File: config.mk
export PLATFORM = sky130hd
export DESIGN_NAME = uart_rx
export DESIGN_NICKNAME = d
export VERILOG_FILES = /design/src/rtl/uart_rx.sv
export SDC_FILE = /design/constraint.sdc
export NUM_CORES = 1
export LEC_CHECK = 0
export BUFFER_PORTS_ARGS = -buffer_cell sky130_fd_sc_hd__clkbuf_2
export CORE_ASPECT_RATIO = 1.2
export CORE_UTILIZATION = 35
export CTS_CLUSTER_SIZE = 24
export DETAILED_ROUTE_END_ITERATION = 8
export PLACE_DENSITY_LB_ADDON = 0.05
export SETUP_SLACK_MARGIN = 0.15
export SLEW_MARGIN = 40
export SYNTH_ARGS = -nofsm -noshare
export SYNTH_HDL_FRONTEND = slang
export SYNTH_SLANG_ARGS = --single-unit
File: constraint.sdc
create_clock -name i_clk -period 2.1 [get_ports i_clk]
set_clock_uncertainty 0.1 [all_clocks]
set_input_delay 0.42 -clock i_clk [delete_from_list [all_inputs] [get_ports i_clk]]
set_output_delay 0.42 -clock i_clk [all_outputs]
set_load 0.02 [all_outputs]
File: src/rtl/uart_rx.sv
// rtl/uart_rx.sv - UART receiver, 8N1-style framing, mid-bit sampling
//
// Purpose: receives start / DATA_LEN data bits (LSB first) / stop frames from
// an asynchronous serial line and presents each word in parallel with a
// one-cycle done strobe.
//
// Optional feature macro: UART_RX_FRAME_CHECK_EN
//   defined   : a bad (low) stop bit suppresses the update and pulses o_frame_err
//   undefined : the stop-bit value is ignored and every frame is delivered
//
// Ports:
//   i_clk        system clock, rising edge
//   i_reset      synchronous, active-high reset
//   i_rx_line    asynchronous serial input, idles high
//   o_rx_data    last correctly received word, held until the next one
//   o_rx_done    one-cycle strobe when o_rx_data has been updated
//   o_rx_busy    high from start detect through the stop bit
//   o_frame_err  (UART_RX_FRAME_CHECK_EN only) one-cycle bad-stop-bit strobe

module uart_rx #(
    parameter int DATA_LEN     = 8,
    parameter int CLKS_PER_BIT = 87
) (
    input  logic                i_clk,
    input  logic                i_reset,
    input  logic                i_rx_line,
    output logic [DATA_LEN-1:0] o_rx_data,
    output logic                o_rx_done,
    output logic                o_rx_busy
`ifdef UART_RX_FRAME_CHECK_EN
    ,
    output logic                o_frame_err
`endif
);

    localparam int CNT_W = (CLKS_PER_BIT > 1) ? $clog2(CLKS_PER_BIT) : 1;
    localparam int BIT_W = (DATA_LEN > 1) ? $clog2(DATA_LEN) : 1;

    localparam logic [CNT_W-1:0] HALF_CNT = CNT_W'((CLKS_PER_BIT - 1) / 2);
    localparam logic [CNT_W-1:0] LAST_CNT = CNT_W'(CLKS_PER_BIT - 1);
    localparam logic [BIT_W-1:0] LAST_BIT = BIT_W'(DATA_LEN - 1);

    typedef enum logic [2:0] {
        S_IDLE   = 3'd0,
        S_START  = 3'd1,
        S_DATA   = 3'd2,
        S_STOP   = 3'd3,
        S_FINISH = 3'd4
    } state_t;

    state_t              r_state;
    logic                r_sync1;
    logic                r_sync2;
    logic [CNT_W-1:0]    r_clk_count;
    logic [BIT_W-1:0]    r_bit_count;
    logic [DATA_LEN-1:0] r_shift;
    logic [DATA_LEN-1:0] r_rx_data;
    logic                r_rx_done;
    logic                r_rx_busy;
`ifdef UART_RX_FRAME_CHECK_EN
    logic                r_frame_err;
`endif

    logic w_rx_sync;

    assign w_rx_sync = r_sync2;

    assign o_rx_data = r_rx_data;
    assign o_rx_done = r_rx_done;
    assign o_rx_busy = r_rx_busy;
`ifdef UART_RX_FRAME_CHECK_EN
    assign o_frame_err = r_frame_err;
`endif

    always_ff @(posedge i_clk) begin
        if (i_reset) begin
            // Synchronizer resets to the idle line level so reset release
            // cannot look like a start bit.
            r_sync1     <= 1'b1;
            r_sync2     <= 1'b1;
            r_state     <= S_IDLE;
            r_clk_count <= '0;
            r_bit_count <= '0;
            r_shift     <= '0;
            r_rx_data   <= '0;
            r_rx_done   <= 1'b0;
            r_rx_busy   <= 1'b0;
`ifdef UART_RX_FRAME_CHECK_EN
            r_frame_err <= 1'b0;
`endif
        end else begin
            r_sync1 <= i_rx_line;
            r_sync2 <= r_sync1;

            case (r_state)
                S_IDLE: begin
                    r_rx_done   <= 1'b0;
                    r_rx_busy   <= 1'b0;
                    r_clk_count <= '0;
                    r_bit_count <= '0;
                    if (!w_rx_sync) begin
                        r_state   <= S_START;
                        r_rx_busy <= 1'b1;
                    end
                end

                // Re-check the line half a bit in; from here on every sample
                // lands one full bit period later, i.e. mid-bit.
                S_START: begin
                    if (r_clk_count == HALF_CNT) begin
                        r_clk_count <= '0;
                        if (!w_rx_sync) begin
                            r_state     <= S_DATA;
                            r_bit_count <= '0;
                        end else begin
                            r_state   <= S_IDLE;
                            r_rx_busy <= 1'b0;
                        end
                    end else begin
                        r_clk_count <= r_clk_count + 1'b1;
                    end
                end

                S_DATA: begin
                    if (r_clk_count == LAST_CNT) begin
                        r_clk_count          <= '0;
                        r_shift[r_bit_count] <= w_rx_sync;
                        if (r_bit_count == LAST_BIT) begin
                            r_bit_count <= '0;
                            r_state     <= S_STOP;
                        end else begin
                            r_bit_count <= r_bit_count + 1'b1;
                        end
                    end else begin
                        r_clk_count <= r_clk_count + 1'b1;
                    end
                end

                S_STOP: begin
                    if (r_clk_count == LAST_CNT) begin
                        r_clk_count <= '0;
                        r_state     <= S_FINISH;
                        r_rx_busy   <= 1'b0;
`ifdef UART_RX_FRAME_CHECK_EN
                        if (w_rx_sync) begin
                            r_rx_data <= r_shift;
                            r_rx_done <= 1'b1;
                        end else begin
                            r_frame_err <= 1'b1;
                        end
`else
                        r_rx_data <= r_shift;
                        r_rx_done <= 1'b1;
`endif
                    end else begin
                        r_clk_count <= r_clk_count + 1'b1;
                    end
                end

                S_FINISH: begin
                    r_rx_done <= 1'b0;
`ifdef UART_RX_FRAME_CHECK_EN
                    r_frame_err <= 1'b0;
`endif
                    r_state   <= S_IDLE;
                end

                default: begin
                    r_state     <= S_IDLE;
                    r_clk_count <= '0;
                    r_bit_count <= '0;
                    r_rx_done   <= 1'b0;
                    r_rx_busy   <= 1'b0;
`ifdef UART_RX_FRAME_CHECK_EN
                    r_frame_err <= 1'b0;
`endif
                end
            endcase
        end
    end

endmodule

# [Yosys cells after proc, flatten, opt, wreduce, memory -nomap -nowiden]
# Cells that the tools add are included.
[op_classes] n_lt_le_gt_ge=2 mux=25 n_eq_ne=14 reduce_logical=12 n_addsub=2 bitwise=3
[op_table] op="$mux 3" n=9
[op_table] op="$pmux 7 s3" n=1
[op_table] op="$mux 7" n=2
[op_table] op="$ne 2x2->1 const B" n=7
[op_table] op="$pmux 3 s4" n=1
[op_table] op="$pmux 3 s3" n=1
[op_table] op="$bwmux 8" n=1
[op_table] op="$reduce_and 4->1" n=2
[op_table] op="$reduce_or 2->1" n=4
[op_table] op="$add 7x1->7 const B" n=1
[op_table] op="$eq 7x6->1 const B" n=1
[op_table] op="$eq 7x7->1 const B" n=1
[op_table] op="$eq 3x2->1 const B" n=2
[op_table] op="$eq 3x3->1 const B" n=2
[op_table] op="$mux 1" n=6
[op_table] op="$reduce_and 2->1" n=3
[op_table] op="$reduce_and 5->1" n=1
[op_table] op="$lt 3x4->1 const B" n=1
[op_table] op="$pmux 1 s4" n=1
[op_table] op="$add 3x1->3 const B" n=1
[op_table] op="$demux 1 s3" n=1
[op_table] op="$eq 3x1->1 const B" n=1
[op_table] op="$ge 3x1->1 const B" n=1
[op_table] op="$logic_not 3->1" n=1
[op_table] op="4 further kinds" n=6
[totals] regBits=33 in_bits=3 out_inout_bits=10

# [Longest topological paths before layout]
[logic_depth] depth_word=5 mapped_depth=7

# [Worst setup path before layout]
# OpenSTA, ideal clock, no wires.
[synth_timing] path_kind="register to register" start="register r_clk_count[0]" end="register r_clk_count[2]" setup_time_ns=0.064 t_required_ns=1.936 path_stages_with_launch=7 setup_slack_ns=0.473 t_arrival_ns=1.463 period_less_slack_ns=1.627 path_cell_list="dfxtp_1 -> ha_1 -> and2_1 -> clkbuf_1 -> a21o_2 -> a221o_1 -> nor2_1"
[synth_via] elab_chain_cells=3 elab_cells_between_ends=6
[synth_lines] element="start: declaration" line_no="54" rtl="logic [CNT_W-1:0] r_clk_count;"
[synth_lines] element="start signal: assignment" line_no="120" rtl="r_clk_count <= r_clk_count + 1'b1;"
[synth_lines] element="start signal: assignment" line_no="135" rtl="r_clk_count <= r_clk_count + 1'b1;"
[synth_lines] element="start signal: assignment" line_no="156" rtl="r_clk_count <= r_clk_count + 1'b1;"
[synth_lines] element="$add 7x1->7 (tied with other cells)" line_no="120, 135, 156"
[synth_lines] element="$mux 7 (on tied branches)" line_no="125, 140, 110"
[synth_lines] element="$pmux 7 s3 *" line_no="95" rtl="case (r_state)"
# Every way passes the cells marked *; elsewhere a longest branch is shown, timed or not.
# A chain may end at the register's enable or synchronous reset.

# [Final worst setup path]
[layout_timing] start="register r_state[1]" end="register r_state[1]"
[layout_via] elab_chain_cells=3 elab_cells_between_ends=11
[layout_lines] element="start: declaration" line_no="51" rtl="state_t r_state;"
[layout_lines] element="start signal: assignment" line_no="81" rtl="r_state <= S_IDLE;"
[layout_lines] element="start signal: assignment" line_no="102" rtl="r_state <= S_START;"
[layout_lines] element="start signal: assignment" line_no="113" rtl="r_state <= S_DATA;"
[layout_lines] element="$eq 3x2->1 (tied with other cells)" line_no="95"
[layout_lines] element="$ne 2x2->1 (no source line)"
[layout_lines] element="$reduce_and 5->1 (no source line)"
# Parallel ways exist; a longest one is shown, timed or not.

==> metrics.yaml <==
drt-initial-drc-count: 33
crit_chain: "nand2b_1 -> a21oi_1 -> a211oi_1 -> a211oi_1"
worst_setup_path_start_kind: "flop"
ir_worst_vdd_uv: 421
drt-wirelength-per-cell_um: 13.8
synthXorXnorAreaFrac: 0.0259
post_synth_instance_area_um2: 1690
synth_cells: 184
whs_path_depth: 2
ys_top_cells_by_area: "dfxtp_1 39%, mux2i_1 9.5%, nor2_1 4.9%"
cts_max_level: 2
fin_cells: 256
synth-seq-area-share: 0.391
core-area_um2: 4590
preCtsSetupSlack_ns: 0.214
die_w_um: 65.4
grt_pass1_wl_um: 5990
drv_slew: 0
min_path_type: "in2reg"
clockBufferDepth: 2
dpl.hpwl_um: 2630
antenna_cells: 0
overflow: 0
fin_crit_sh: 0.839
status: "completed"
hold_start: "i_rx_line"
crit_arrival_ns: 1.85
drive_gt1_frac: 0.182
syn_avg_cell_area_um2: 9.17
rr_endpoint: "r_state[1]"
clk_pin_slew_ns: 0.07
postRouteAntennaNets: 0
track_usage: 0.153
synth_most_common_cell: "dfxtp_1"
die_h_um: 78.1
grt_antenna_before_repair: 0
power.leakage_nw: 0.829
synth_edf_count: 0
cp_top_family: "compound AO/OA/AOI/OAI gates"
cts-root-buf: "clkbuf_8"
slowest_stage: "dfxtp_1"
area_growth_pct: 12.2
cp_slowest_stage_delay_ns: 0.63
critPathKind: "reg2reg"
critPathMostFrequentCell: "a211oi_1"
vias: 1327
drt_first_pass_iters: 4
crit_buf_inv: 0
min_period_ns: 1.76
worstSetupEndpointType: "flop"
post_cts_buffers: 0
yosysWarnings: 0
r2r_start: "r_state[1]"
wl_um: 3530
slew-limit-headroom: 0.647
cts_buffers: 5
cp_max_fo: 12
r2r_cells: 4
grt_pass1_vias: 1352
synth-simple-area-share: 0.284
synthAdderAreaFrac: 0.0297
synth-compound-area-share: 0.139
gp_congestion: 0.779
cts_tree: "built"
post-route-drc-count: 0
max_freq_mhz: 568
nNetsFinal: 204
hold_violations: 0
synth_top_family_by_area: "simple AND/OR/NAND/NOR gates"
initial_core_util: 0.367
crit_required_ns: 2.19
syn_nets: 191
hold_end: "r_sync1"
grt_max_degree: 20
synth_flop_cell: "dfxtp_1"
power-per-cell-area_nw_per_um2: 612
r2r_slack_ns: 0.34
setup_slack_ns: 0.339
ys_types: 43
dpl-instance-area_um2: 1810
finalInstanceArea_um2: 1890
whs_ns: 0.223
synth_seq_cells: 33
synthMuxAreaShare: 0.0949
yosysTopAreaCell: "dfxtp_1"
cap_viol_max_count: 0
tightest_slew_ns: 0.528
ioPinCount: 13
port_buffers: 12
synth_common_cells: "33 x dfxtp_1, 22 x nor2_1, 16 x mux2i_1, 14 x nand2_1, 13 x nand2b_1"
clock_latency_ns: 0.28
num_rows: 27
setup_viol: 0
die_area_um2: 5110
ys_async_sr_fraction: 0
dp_cells: 248
via_per_inst: 5.18
fin_tns_setup_ns: 0
rsz0062_at_grt: "no"
synth_top_area_share: 0.391
clock_sinks: 33
how the worst max path moves through the flow:
stage / startpoint / cells past startpoint / to
after global placement: r_state[0] / 4 / r_state[1]
after CTS: r_state[0] / 4 / r_state[1]
after global routing: r_state[1] / 4 / r_state[1]
after floorplan: r_clk_count[0] / 6 / r_clk_count[2]
after detailed placement: r_state[0] / 4 / r_state[1]
final: r_state[1] / 4 / r_state[1]
flip-flops by register name, indices dropped and copies added, names as in the netlist:
register     flops
o_rx_busy        1
o_rx_data        8
o_rx_done        1
r_bit_count      3
r_clk_count      7
r_shift          8
r_state          3
r_sync1          1
r_sync2          1
layout make-up:
cell class	instances	area, um2
sequential	33	662
clock buffer	6	72.6
clock inverter	2	10.0
fill	491	2700
inverter	5	18.8
timing repair buffer	16	90.1
tap	58	72.6
multi-input combinational	136	967
report_power, final:
group	switching (W)	leakage, nW	total [W]	internal [W]
sequential	0.0000123	0.267	0.000644	0.000632
clock	0.000222	0.0450	0.000451	0.000229
combinational	0.0000372	0.517	0.0000632	0.0000260
total	0.000272	0.829	0.00116	0.000887
stage by stage:
stage           util  total power [W]
4_1_cts        0.412          0.00118
6_report       0.412          0.00116
5_1_grt        0.412          0.00122
3_5_place_dp   0.394         0.000721
3_3_place_gp   0.394         0.000722
2_1_floorplan      -         0.000705
what timing repair did:
action,CTS,global route
hold buffers,0,0
hold endpoints to repair,0,0
resized for setup,0,1
endpoints found under the setup margin,0,4
placed cells by master (no fill, tap or decap), types with 2 or more instances in the layout:
cell / netlist / final
nand2b_1: 13 / 13
o21ai_1: 2 / 2
a21oi_1: 4 / 4
o21ai_0: 4 / 4
or2_2: 2 / 2
clkbuf_8: 0 / 5
nand2_1: 14 / 14
clkinv_2: 0 / 2
and2_1: 2 / 2
nor2_1: 22 / 22
nand4_1: 4 / 4
clkbuf_2: 0 / 12
a31oi_1: 4 / 4
mux2i_1: 16 / 16
dfxtp_1: 33 / 32
buf_4: 0 / 4
o31ai_1: 2 / 2
nand3_1: 6 / 6
inv_1: 5 / 5
nor2b_1: 2 / 2
nor3_1: 5 / 5
a211oi_1: 4 / 4
ha_1: 4 / 4
xnor2_1: 5 / 5
nor4_4: 2 / 2
routing by layer:
layer	part of all wire	up-vias	wire length (um)	GRT usage
met2	0.52	20	1850	0.276
met5	0	-	0	0
li1	-	675	-	-
met4	0.025	0	90	0.0739
met3	0.030	8	107	0.0422
met1	0.42	624	1490	0.160
cells by family (layout without fill, tap and decap cells):
family | count (synthesis) | after routing
simple gates | 80 | 80
compound gates | 31 | 31
flops | 33 | 33
buf+inv | 15 | 29
xor+xnor | 5 | 5
mux | 16 | 16
fa+ha+maj | 4 | 4
Power figures use the tool's default switching activity.
